--- src/rtl/cpri_rx_unpkg.sv ---
// CPRI IQ receive unpacker: strips per-type padding from fixed 96-word frames and emits packets.
// Optional header stripping (words 0..2) is enabled by defining CPRI_RX_HDR_STRIP_EN.
module cpri_rx_unpkg (
   input  logic        clk,
   input  logic        rst_n,
   input  logic        i_iq_rx_valid,
   input  logic [63:0] i_iq_rx_data,
   input  logic [3:0]  i_data_type,
   output logic        o_vld,
   output logic        o_sop,
   output logic        o_eop,
   output logic [63:0] o_data,
   output logic        o_abort,
   output logic [15:0] o_frame_cnt
);

   localparam logic [6:0] LastIdx = 7'd95;
`ifdef CPRI_RX_HDR_STRIP_EN
   localparam logic [6:0] HdrLen = 7'd3;
`else
   localparam logic [6:0] HdrLen = 7'd0;
`endif

   typedef enum logic [1:0] {StIdle, StRecv, StPad, StErr} state_e;

   state_e      state_q, state_d;
   logic [6:0]  cnt_q, cnt_d;
   logic [3:0]  type_q, type_d;

   logic        vld_d, sop_d, eop_d, abort_d;
   logic [63:0] data_d;
   logic [15:0] fcnt_d;

   logic [6:0]  idx, cur_last;
   logic        past_hdr, pkt_started, in_pkt, frame_done;

   // Index of the last forwarded word; clipped to the frame end when the header shifts it out.
   function automatic logic [6:0] last_idx(input logic [3:0] t);
      logic [7:0] l;
      case (t)
         4'd1:    l = 8'd53;
         4'd2:    l = 8'd35;
         4'd3:    l = 8'd83;
         4'd4:    l = 8'd59;
         default: l = 8'd96;
      endcase
      l = l + {1'b0, HdrLen} - 8'd1;
      if (l > {1'b0, LastIdx}) l = {1'b0, LastIdx};
      return l[6:0];
   endfunction

   assign idx      = (state_q == StIdle) ? 7'd0 : cnt_q;
   assign cur_last = (state_q == StIdle) ? last_idx(i_data_type) : last_idx(type_q);

   always_ff @(posedge clk or negedge rst_n) begin
      if (!rst_n) begin
         state_q <= StIdle;
         cnt_q   <= 7'd0;
         type_q  <= 4'd0;
      end else begin
         state_q <= state_d;
         cnt_q   <= cnt_d;
         type_q  <= type_d;
      end
   end

   always_comb begin
      state_d = state_q;
      cnt_d   = cnt_q;
      type_d  = type_q;
      unique case (state_q)
         StIdle: begin
            if (i_iq_rx_valid) begin
               type_d  = i_data_type;
               cnt_d   = 7'd1;
               state_d = StRecv;
            end
         end
         StRecv: begin
            if (!i_iq_rx_valid) begin
               state_d = StErr;
               cnt_d   = 7'd0;
            end else if (cnt_q == cur_last) begin
               if (cnt_q == LastIdx) begin
                  state_d = StIdle;
                  cnt_d   = 7'd0;
               end else begin
                  state_d = StPad;
                  cnt_d   = cnt_q + 7'd1;
               end
            end else begin
               cnt_d = cnt_q + 7'd1;
            end
         end
         StPad: begin
            if (!i_iq_rx_valid) begin
               state_d = StErr;
               cnt_d   = 7'd0;
            end else if (cnt_q == LastIdx) begin
               state_d = StIdle;
               cnt_d   = 7'd0;
            end else begin
               cnt_d = cnt_q + 7'd1;
            end
         end
         StErr: begin
            if (!i_iq_rx_valid) state_d = StIdle;
         end
         default: state_d = StIdle;
      endcase
   end

   always_comb begin
`ifdef CPRI_RX_HDR_STRIP_EN
      past_hdr    = (idx >= HdrLen);
      pkt_started = (cnt_q > HdrLen);
`else
      past_hdr    = 1'b1;
      pkt_started = 1'b1;
`endif
      in_pkt     = i_iq_rx_valid && (state_q == StIdle || state_q == StRecv) &&
                   past_hdr && (idx <= cur_last);
      vld_d      = in_pkt;
      sop_d      = in_pkt && (idx == HdrLen);
      eop_d      = in_pkt && (idx == cur_last);
      data_d     = in_pkt ? i_iq_rx_data : 64'd0;
      // A truncated packet is only reported once its SOP has actually gone out.
      abort_d    = (state_q == StRecv) && !i_iq_rx_valid && pkt_started;
      frame_done = i_iq_rx_valid && (state_q == StRecv || state_q == StPad) && (cnt_q == LastIdx);
      fcnt_d     = o_frame_cnt + {15'd0, frame_done};
   end

   always_ff @(posedge clk or negedge rst_n) begin
      if (!rst_n) begin
         o_vld       <= 1'b0;
         o_sop       <= 1'b0;
         o_eop       <= 1'b0;
         o_data      <= 64'd0;
         o_abort     <= 1'b0;
         o_frame_cnt <= 16'd0;
      end else begin
         o_vld       <= vld_d;
         o_sop       <= sop_d;
         o_eop       <= eop_d;
         o_data      <= data_d;
         o_abort     <= abort_d;
         o_frame_cnt <= fcnt_d;
      end
   end

endmodule

--- config.mk ---
export PLATFORM = sky130hd
export DESIGN_NAME = cpri_rx_unpkg
export DESIGN_NICKNAME = d
export VERILOG_FILES = /design/src/rtl/cpri_rx_unpkg.sv
export SDC_FILE = /design/constraint.sdc
export NUM_CORES = 1
export LEC_CHECK = 0
export BUFFER_PORTS_ARGS = -buffer_cell sky130_fd_sc_hd__buf_2
export CORE_MARGIN = 2
export CORE_UTILIZATION = 35
export CTS_BUF_LIST = sky130_fd_sc_hd__clkbuf_16
export DETAILED_ROUTE_END_ITERATION = 12
export PLACE_DENSITY_LB_ADDON = 0.05
export SETUP_SLACK_MARGIN = 0.3
export SLEW_MARGIN = 20
export SYNTH_ARGS = -nofsm -noshare
export SYNTH_HDL_FRONTEND = slang
export SYNTH_SLANG_ARGS = --single-unit
--- constraint.sdc ---
create_clock -name clk -period 3.6 [get_ports clk]
set_input_delay 0 -clock clk [delete_from_list [all_inputs] [get_ports clk]]
set_output_delay 0 -clock clk [all_outputs]
set_load 0.005 [all_outputs]
Yosys cells after proc, flatten, opt, wreduce, memory -nomap -nowiden
Index checks and enable logic that the tools add are counted.
- equal/unequal tests: 18
- magnitude comparators: 3
- reduce and logical (&&, ||, !) cells: 16
- mux-type cells: 21
- $add $sub $neg: 4
- operators with widths (cell ; number):
    $mux 64 ; 1
    $mux 7 ; 9
    $pmux 7 s4 ; 2
    $pmux 7 s3 ; 1
    $add 16x1->16 ; 1
    $eq 4x2->1 const B ; 4
    $gt 8x7->1 const B ; 2
    $sub 7x1->8 const B ; 2
    $eq 7x7->1 ; 2
    $mux 2 ; 7
    $eq 4x1->1 const B ; 2
    $eq 4x3->1 const B ; 2
    $pmux 2 s4 ; 1
    $add 7x1->7 const B ; 1
    $eq 7x7->1 const B ; 1
    $le 7x7->1 ; 1
    $logic_and 1x1->1 ; 7
    $logic_not 7->1 ; 1
    $ne 3x3->1 const B ; 2
    $eq 2x2->1 const B ; 2
    $ne 2x2->1 const B ; 2
    $reduce_and 2->1 ; 2
    $reduce_and 4->1 ; 1
    $reduce_bool 3->1 ; 1
    4 further kinds ; 5
- input port bits: 71
- register bits after elaboration: 97

Longest topological paths before layout
Gate-level depths: netlist of run 1.
- depth after elaboration: 10
- gate-level depth with buffers: 16

Worst setup path after synthesis of run 1
Ideal clock, no wire load.
- path type: register -> register
- start point: reg state_q[0]
- end point: reg o_data[14]
- path buffers: 3
- setup time: 66 ps
- arrival: 2804 ps
- setup slack: 730 ps
- stages on the path, launching flop included: 17
- cell sequence: dfrtp_1 inv_1 ha_1 buf_2 inv_2 mux2i_1 inv_1 ha_1 nor2b_1 o21a_1 o21a_1 o21a_1 o21ai_1 a211o_1 buf_2 clkbuf_1 and2_1
- cells in the longest elaborated chain, start to end: 5
- elaborated cells on any way between the ends: 9
- ends and longest elaborated chain (item ; line ; source):
    start, declared ; 26 ; state_e state_q, state_d;
    start signal, assigned ; 57 ; state_q <= StIdle;
    start signal, assigned ; 61 ; state_q <= state_d;
    $logic_not 2->1 or $eq 2x1->1 (tied branches) ; 52, 53, 121 ;
    $mux 7, or another cell as far along ; 52 ; assign idx = (state_q == StIdle) ? 7'd0 : cnt_q;
    $le 7x7->1 or $logic_and 1x1->1 (tied branches) ; 122, 121 ;
    $logic_and 1x1->1 * ; 122 ; past_hdr && (idx <= cur_last);
    $mux 64 * ; 126 ; data_d = in_pkt ? i_iq_rx_data : 64'd0;
    net data_d[14] ; 31 ; logic [63:0] data_d;
    end signal, assigned ; 145 ; o_data <= data_d;
    end, declared ; 12 ; output logic [63:0] o_data,
Mark *: on every way through the listed nets, which the timed path passes. The rest lies on a longest branch.
A chain may end at the register's enable or synchronous reset.

Final worst setup path of run 1
- start point: reg state_q[0]
- end point: reg o_data[45]
Same word-level chain as after synthesis.

==> results.md, run 1 <==
- Run status: finished clean
- Setup TNS: 0 ns
- CTS Buffer Depth: 2
- Final Hold Viols: 0
- Cell Area, Synth: 0.004273 mm2
- # IOs: 155
- Worst VDD drop: 0.3295 mV
- Commonest non-fill, non-tap cell in the layout: buf_2
- Largest family of logic cells by synthesized area: simple AND/OR/NAND/NOR gates
- Slew Viols, Final: 0
- Max Cap Viol: 0
- Largest net degree at the start of global routing: 71
- Synth Area in Adders: around 4.1%
- WP buf/inv: 4
- Clock root buffer master: clkbuf_16
- Core Region: 0.01196 mm2
- Syn Area/Cell: 11.52 um2
- Post-Syn Instances: 371
- Actual slew at the worst max-slew pin: 0.9029 ns
- Worst setup EP type: flop
- Final setup fails: 0
- Full die area: 0.01311 mm2
- Post-synth EDFFs: 0
- Critical path peak fanout: 66
- I/O Buffers: 154
- TritonCTS clock tree: done
- Starting Density: 35.72%
- Number of synthesized register bits: 97
- Worst hold path type: in2reg
- Synth Area in Simple Gates: 22.14%
- Slowest library cell on the worst path: dfrtp_1
- Routed WL: 10,420 um
- Reg clk slew, reported paths: 0.07 ns
- Compound-Gate Fraction of Synth Area: 7.526%
- Wirelength per Cell: 14.10 um
- Slew margin rel.: 39.81%
- Number of remaining DRC errors: 0
- # fillers: 1,068
- Non-filler cells, final: roughly 740
- Ys async rst share: 100.0%
- Netlist cell types: 50
- Initial drt markers: 90
- Post-synthesis xor/xnor area fraction: roughly 3.9%
- Cell Chain, Critical Path: inv_1 > ha_1 > inv_2 > mux2i_1 > inv_1 > ha_1 > nor2b_1 > o21a_1 > o21a_1 > o21a_1 > o21ai_1 > a211o_1 > buf_12 > and2_1
- CP startpoint kind: flop
- Crit path arrival time: 3.26 ns
- CP peak stage delay: 0.42 ns
- Clock sink count: 97
- GPL Wtd Cong: 0.7907
- Leak: 3.190 nW
- Postcts setup bufs: 0
- Setup CP Type: reg2reg
- Number of global-route vias before repair: 3,489
- CTS buffer count: 9
- Congestion Overflow GR: 0
- DRT antenna net count: 0
- H-tree levels: 3
- DIE WIDTH: 114.5 um
- Clock latency at the later pin of the worst-skew pair: between 0.3 and 0.4 ns
- Clock Skew: just over 0.005 ns
- Top delay family on crit path: compound AO/OA/AOI/OAI gates
- Sequential share of the synthesized area: 56.81%
- Initial antenna violation count: 0
- Vias: 3,397
- First-pass GRT wire length: around 17,000 um
- RSZ-0062 raised after global routing: false
- Area delta synth->final: 43.07%
- Post-DP HPWL: 7033 um
- First drt pass iteration count: 4
- WP data required: roughly 3.9 ns
- Period utilisation layout: roughly 83%
- Crit path top cell by count: o21a_1
- Min cycle time layout: around 3 ns
- Num rows: 40
- Tot GR Track Use: 16.74%
- Die height: 114.5 um
- Layout cells sized above 1: about a third
- PD cells: about 630 mW/mm2
- Post-CTS sizing: 0
- ANT cells: 0
- Maximum clock rate: around 330 MHz
- Ys flop type: dfrtp_1
- Cells after DPL: 657
- Drt via density: 4.597
- Mux contribution to synthesized area: 2.401%
- Layout Nets: 673
- YS warnings: 0
- Synthesized net count: 456
- Most frequent cells in the layout: 153 x buf_2, 97 x dfrtp_1, 67 x and2_1, 67 x dlygate4sd3_1, 27 x nand2_1
==> through the flow <==
stage	setup WS (ns)	area (um2)	util, %	hold slack [ns]	total power [W]
final	0.6067	6113	51.11	0.02346	0.003841
after detailed placement	0.6158	5164	43.17	0.1856	0.002905
after CTS	0.5908	6113	51.11	0.006740	0.003903
after global placement	0.7080	5164	43.17	0.1862	0.002897
after global routing	0.3525	6113	51.11	0.03527	0.004131
after floorplan	0.7297	4273	-	-0.2956	0.002381
==> cell usage after synthesis, drive strengths merged, types with 5 or more instances <==
cell type | count | share of area (%)
a21oi | 5 | 0.59
and2 | 67 | 9.8
and3 | 6 | 0.88
buf | 7 | 1.4
clkbuf | 11 | 0.97
dfrtp | 97 | 57
ha | 14 | 4.1
inv | 9 | 0.79
mux2 | 7 | 1.9
nand2 | 27 | 2.4
nand3 | 12 | 1.4
nand4 | 5 | 0.88
nor2 | 15 | 1.4
nor2b | 11 | 1.6
nor3 | 5 | 0.59
nor4b | 5 | 1.5
o21ai | 14 | 1.6
xnor2 | 11 | 2.3
xor2 | 7 | 1.6
==> what timing repair did <==
item                       in CTS  in global routing
hold endpoints to repair      135                  0
setup endpoints to repair       0                  0
hold buffers                   67                  0
==> metal layers <==
layer  vias up  GRT usage (%)  routed length, um  part of all wire (%)
met2        96          26.11               4924                    47
met1      1618          21.28               4617                    44
met4         0          5.528                109                   1.0
met3         9          6.670                771                   7.4
li1       1674              -                  -                     -
met5         -              0                  0                     0
==> final timing paths <==
check / start / end / slack (ns) / cells after the start
setup / recovery: state_q[0] / o_data[45] / 0.61 / 14
hold / removal: i_data_type[2] / type_q[2] / 0.02 / 2
setup reg to reg: state_q[0] / o_data[45] / 0.61 / 14
hold reg to reg: o_frame_cnt[15] / o_frame_cnt[15] / 0.48 / 1
max in group asynchronous: rst_n / o_frame_cnt[4] / 2.32 / 3
min in group asynchronous: rst_n / o_frame_cnt[8] / 0.31 / 2
==> logic make-up after synthesis <==
kind of cell | Yosys count
flops | 97
mux | 9
fa+ha+maj | 14
buf+inv | 27
simple gates | 163
xor+xnor | 18
compound gates | 43
==> where the power goes <==
group          internal (W)  switching [W]  leakage (nW)
clock              0.000526       0.000395         0.147
sequential          0.00140       0.000163          1.28
combinational      0.000666       0.000690          1.77
==> state kept, by name, indices dropped and copies added (netlist names) <==
name,flops
o_data,64
o_vld,1
type_q,4
o_abort,1
o_eop,1
state_q,2
o_frame_cnt,16
o_sop,1
cnt_q,7
==> area by class of cell <==
type	instances	area [um2]	share of cell area [%]
Clock inverter	6	53.80	0.8801
Inverter	9	33.78	0.5526
Sequential cell	97	2427	39.71
Timing Repair Buffer	224	1479	24.19
Multi-Input combinational cell	247	1710	27.98
Tap cell	147	183.9	3.009
Clock buffer	9	225.2	3.684
No activity file was read; power rests on OpenSTA's default activity.
==> inputs of run 2 (changes only) <==
--- a/config.mk
+++ b/config.mk
@@ -5,6 +5,7 @@
 export SDC_FILE = /design/constraint.sdc
 export NUM_CORES = 1
 export LEC_CHECK = 0
+export ABC_AREA = 1
 export BUFFER_PORTS_ARGS = -buffer_cell sky130_fd_sc_hd__buf_2
 export CORE_MARGIN = 2
 export CORE_UTILIZATION = 35
==> constraint.sdc (replaced) <==
create_clock -name clk -period 2.9 [get_ports clk]
set_input_delay 0 -clock clk [delete_from_list [all_inputs] [get_ports clk]]
set_output_delay 0 -clock clk [all_outputs]
set_load 0.005 [all_outputs]
==> results.md, run 2 <==
- Worst setup EP type: flop
- Synth cell count leaders: 97 x dfrtp_1, 94 x inv_1, 87 x nor2_1, 59 x nand2_1, 26 x nand3_1
- Clock root buffer master: clkbuf_16
- Total power: 0.004682 W
- Max FFs per register: 64
- Starting Density: 35.58%
- # fillers: roughly 1.1k
- Slew Viols, Final: 0
- Die height: 114.3 um
- Crit path arrival time: 2.77 ns
- Critical path peak fanout: 4
- First-pass GRT wire length: 17,540 um
- DRT antenna net count: 0
- Setup CP Type: reg2reg
- Synthesized net count: 550
- Clock latency at the later pin of the worst-skew pair: 0.35 ns
- GPL Wtd Cong: approximately 0.8
- Synth area leader: dfrtp_1
- Actual slew at the worst max-slew pin: 0.8969 ns
- Register with the most flip-flops: o_data
- Clock Skew: 0.004713 ns
- Run status: finished clean
- Min cycle time layout: 2.542 ns
- Ys async rst share: 100.0%
- Setup TNS: 0 ns
- ANT cells: 0
- Vias: 3,845
- Maximum clock rate: 393.3 MHz
- PD cells: roughly 700 mW/mm2
- I/O Buffers: roughly 150
- Post-DP HPWL: around 7600 um
- Wirelength per Cell: 13.38 um
- Congestion Overflow GR: 0
- Dominant cells by area after synthesis: dfrtp_1 57%, inv_1 8.3%, nor2_1 7.7%
- Post-Syn Instances: 465
- Cell Area, Synth: 0.004255 mm2
- Routed WL: roughly 12,000 um
- Leak: 3.806 nW
- Initial antenna violation count: 0
- Final Hold Viols: 0
- Number of global-route vias before repair: 3,701
- Hold Slack: 0.03517 ns
- Area delta synth->final: 57.13%
- Most frequent cell after synthesis: dfrtp_1
- Layout Nets: just over 800
- CTS Buffer Depth: 2
- Post-synth EDFFs: 0
- Period utilisation layout: 87.67%
- Biggest regs: o_data (64), o_frame_cnt (16), cnt_q (7)
- DIE WIDTH: 114.3 um
- Number of synthesized register bits: between 90 and 100
- First drt pass iteration count: 4
- Initial drt markers: 160
- Clock sink count: 97
- Max Cap Viol: 0
- Num rows: 40
- Syn Area/Cell: just over 9 um2
- Ys flop type: dfrtp_1
- WP data required: between 3 and 4 ns
- Layout cells sized above 1: 34.92%
- YS warnings: 0
- Worst hold path type: in2reg
- Worst VDD drop: 0.3277 mV
- CTS buffer count: 9
- Slew margin rel.: 39.57%
- Final setup fails: 0
- Largest net degree at the start of global routing: 59
- RSZ-0062 raised after global routing: true
- Drt via density: 4.369
- Core Region: 0.01196 mm2
- Netlist cell types: 28
- Tot GR Track Use: 17.33%
- TritonCTS clock tree: done
- Commonest non-fill, non-tap cell in the layout: buf_2
- Sequential share of the synthesized area: 57.04%
- Reg clk slew, reported paths: 0.07 ns
- Full die area: 0.01306 mm2
- Post-synth top area share: 57.04%
- CP startpoint kind: flop
- # IOs: 155
- Most frequent cells in the layout: 153 x buf_2, 97 x dfrtp_1, 91 x inv_1
- H-tree levels: 3
- Number of remaining DRC errors: 0
run 2: cell types whose count changed after synthesis, moves of 5 or more:
| cell | before | now |
|---|---|---|
| clkbuf_1 | 11 | 2 |
| nand3_1 | 12 | 26 |
| inv_1 | 8 | 94 |
| xor2_1 | 6 | 11 |
| nor2b_1 | 11 | 0 |
| nand3_2 | 0 | 10 |
| and2_1 | 67 | 0 |
| xnor2_1 | 11 | 6 |
| nor2_1 | 14 | 87 |
| and3_1 | 6 | 1 |
| nand2_1 | 27 | 59 |
run 2: final timing paths:
check | from | endpoint | slack [ns] | cells after the start
max reg2reg | cnt_q[1] | o_frame_cnt[15] | 0.36 | 16
min reg2reg | o_frame_cnt[15] | o_frame_cnt[15] | 0.47 | 1
max | cnt_q[1] | o_frame_cnt[15] | 0.36 | 16
max in group asynchronous | rst_n | o_data[59] | 1.85 | 3
min in group asynchronous | rst_n | o_frame_cnt[5] | 0.26 | 2
min | i_data_type[0] | type_q[0] | 0.04 | 3
run 2: area by class of cell:
type,instances,area [um2],area share [%]
flip-flops and latches,97,2427,36.30
well taps,147,183.9,2.751
repair buffers,260,1834,27.43
inverters,97,369.1,5.520
clock buffers,9,225.2,3.368
multi-input cells,263,1577,23.58
clock inverters,7,70.07,1.048
run 2: timing repair:
item,4_1_cts,5_1_grt
gates resized for setup,6,32
pin swaps,2,21
gates cloned,0,7
buffers inserted,3,20
hold buffers,69,0
setup endpoints to repair,61,67
endpoints found under the hold margin,124,0
run 2: stage by stage:
stage	util [%]	instance area, um2	instances	setup WS [ns]
4_1_cts	52.50	6280	853	0.2404
6_report	55.90	6686	880	0.3575
5_1_grt	55.90	6686	880	0.1811
3_3_place_gp	43.91	5253	765	0.2227
2_1_floorplan	-	4255	465	0.3964
3_5_place_dp	43.91	5253	765	0.05310
run 2: critical path: stages, from the launching register on:
cell and delay (ns):
dfrtp_1 0.37, ha_2 0.20, nand2_1 0.06, nor2_2 0.13, nand2_2 0.10, nor2_4 0.11
inv_2 0.05, nor2_2 0.10, ha_2 0.23, nand3_4 0.10, nor2_4 0.15, nand3_4 0.09
nor3_2 0.17, nand3_2 0.13, nor3_4 0.21, nand3_2 0.09, xnor2_1 0.13
run 2: logic make-up (layout without fill, tap and decap cells):
group	after synthesis	count (layout)	share of synthesized area, %
fa+ha+maj	14	14	4.116
flops	97	97	57.04
compound gates	26	28	3.234
xor+xnor	17	17	3.499
simple gates	204	204	22.23
buf+inv	107	373	9.880
run 2: per-layer routing:
layer  up-vias  track usage (%)  wire length [um]
met1      1777            22.07              5249
met5         -                0                 0
met2       124            28.97              5795
met3        11            3.282               570
li1       1933                -                 -
met4         0            7.317               160
run 2: report_power, final:
group          switching (W)  internal [W]
sequential          0.000111       0.00161
combinational       0.000955      0.000810
clock               0.000530      0.000669
==> inputs of run 3 (changes only) <==
--- a/config.mk
+++ b/config.mk
@@ -7,7 +7,7 @@
 export LEC_CHECK = 0
 export ABC_AREA = 1
 export BUFFER_PORTS_ARGS = -buffer_cell sky130_fd_sc_hd__buf_2
-export CORE_MARGIN = 2
+export CORE_MARGIN = 5
 export CORE_UTILIZATION = 35
 export CTS_BUF_LIST = sky130_fd_sc_hd__clkbuf_16
 export DETAILED_ROUTE_END_ITERATION = 12
==> constraint.sdc (replaced) <==
create_clock -name clk -period 2.9 [get_ports clk]
set_input_delay 0 -clock clk [delete_from_list [all_inputs] [get_ports clk]]
set_output_delay 0 -clock clk [all_outputs]
set_load 0.05 [all_outputs]
==> results.md, run 3 (same netlist as run 2, synthesis figures left out) <==
- Reg clk slew, reported paths: about 0.060 ns
- Commonest non-fill, non-tap cell in the layout: buf_2
- Final setup fails: 0
- Actual slew at the worst max-slew pin: 0.7556 ns
- Top delay family on crit path: simple AND/OR/NAND/NOR gates
- Number of remaining DRC errors: 0
- CTS Buffer Depth: 2
- Clock sink count: 97
- CP peak stage delay: 0.36 ns
- WP data required: roughly 3.1 ns
- Period utilisation layout: 84.98%
- Initial antenna violation count: 0
- H-tree levels: 3
- Run status: finished clean
- Core Region: 0.01196 mm2
- # IOs: 155
- TritonCTS clock tree: done
- Area delta synth->final: 51.46%
- Vias: roughly 3.7k
- Final instance area: roughly 0.0064 mm2
- PD cells: between 700 and 800 mW/mm2
- GPL Wtd Cong: 0.7910
- Cell Area, Placed: around 0.0052 mm2
- RSZ-0062 raised after global routing: true
- Post-DP HPWL: 7547 um
- Num rows: 40
- Fin worst setup slack: between 0.4 and 0.5 ns
- Tot GR Track Use: roughly 15%
- Max FFs per register: 64
- CTS buffer count: 9
- Cell Chain, Critical Path: ha_2 > nand2_2 > nor2_2 > nand2_1 > nor2_2 > inv_2 > nor2_4 > ha_4 > nand3_4 > nor2_4 > nand3_2 > nor3_2 > nand3_2 > nor3_4 > nand3_2 > xnor2_1
- Layout Nets: 799
- Congestion Overflow GR: 0
- Full die area: roughly 0.014 mm2
- # fillers: 1,074
- Wirelength per Cell: 12.67 um
- Setup TNS: 0 ns
- Crit path arrival time: ~2.7 ns
- Slew margin rel.: 49.63%
- Clock latency at the later pin of the worst-skew pair: between 0.3 and 0.4 ns
- First drt pass iteration count: 4
- I/O Buffers: roughly 150
- Max Cap Viol: 0
- CP startpoint kind: flop
- Clock Skew: 0.004592 ns
- WP buf/inv: 1
- Number of global-route vias before repair: 3,674
- Min cycle time layout: around 2.5 ns
- Layout cells sized above 1: roughly a third
- Starting Density: 35.58%
- Setup WS pre-CTS: 0.1281 ns
- DRT antenna net count: 0
- Final Hold Viols: 0
- Initial drt markers: 194
- Worst hold path type: in2async
- ANT cells: 0
- DIE WIDTH: 120.3 um
- Worst setup EP type: flop
- Worst VDD drop: 0.3643 mV
- Final core utilization: 53.88%
- Leak: 3.688 nW
- Setup CP Type: reg2reg
- Most frequent cells in the layout: 153 x buf_2, 97 x dfrtp_1, 92 x inv_1
- Largest net degree at the start of global routing: 84
- Critical path peak fanout: 4
- Slew Viols, Final: 0
- First-pass GRT wire length: 17,550 um
- Maximum clock rate: 405.8 MHz
- Biggest regs: o_data (64), o_frame_cnt (16), cnt_q (7)
- Die height: 120.3 um
- Routed WL: 10,960 um
- Drt via density: ~4.3
- Crit path top cell by count: nand3_2
- Register with the most flip-flops: o_data
- Clock root buffer master: clkbuf_16
- Slowest library cell on the worst path: dfrtp_1
==> run 3: report_power, final <==
part | switching, W | internal, W | total [W] | leakage (nW)
Clock | 0.000504 | 0.000572 | 0.00108 | 0.131
Sequential | 0.000101 | 0.00161 | 0.00171 | 1.29
Combinational | 0.00158 | 0.000647 | 0.00223 | 2.27
==> run 3: what timing repair did <==
| action | 4_1_cts | 5_1_grt |
|---|---|---|
| setup endpoints to repair | 3 | 70 |
| gates resized for setup | 6 | 20 |
| pin swaps | 3 | 11 |
| buffers inserted | 4 | 11 |
| hold endpoints to repair | 150 | 0 |
| hold buffers | 70 | 0 |
==> run 3: final timing paths <==
kind,to,start,slack [ns],cells past startpoint
setup / recovery,o_frame_cnt[15],cnt_q[1],0.44,16
hold / removal,o_data[52],rst_n,0.26,2
setup reg to reg,o_frame_cnt[15],cnt_q[1],0.44,16
hold reg to reg,o_frame_cnt[15],o_frame_cnt[15],0.49,1
max in group asynchronous,o_data[42],rst_n,1.97,3
min in group clk,o_data[21],i_iq_rx_data[21],0.40,4
==> run 3: layer usage <==
metal,up-vias,part of all wire (%),track usage (%)
met4,0,3.7,8.074
met3,30,7.5,4.116
li1,1897,-,-
met1,1684,42,19.20
met5,-,0,0
met2,126,47,23.81
==> run 3: cell type report <==
type | count | area (um2) | share of cell area, %
inverter | 97 | 366.6 | 5.688
tap | 147 | 183.9 | 2.854
sequential | 97 | 2427 | 37.66
multi-input combinational | 261 | 1533 | 23.78
clock buffer | 9 | 225.2 | 3.494
timing repair buffer | 248 | 1674 | 25.98
clock inverter | 6 | 35.03 | 0.5436
==> run 3: through the flow <==
| stage | hold WS (ns) | total power, W | instances |
|---|---|---|---|
| floorplan | -0.2956 | 0.003239 | 465 |
| global placement | 0.2083 | 0.003797 | 765 |
| detailed placement | 0.2129 | 0.003805 | 765 |
| CTS | 0.3881 | 0.004989 | 854 |
| global route | 0.3751 | 0.005336 | 865 |
| finish | 0.2605 | 0.005009 | 865 |
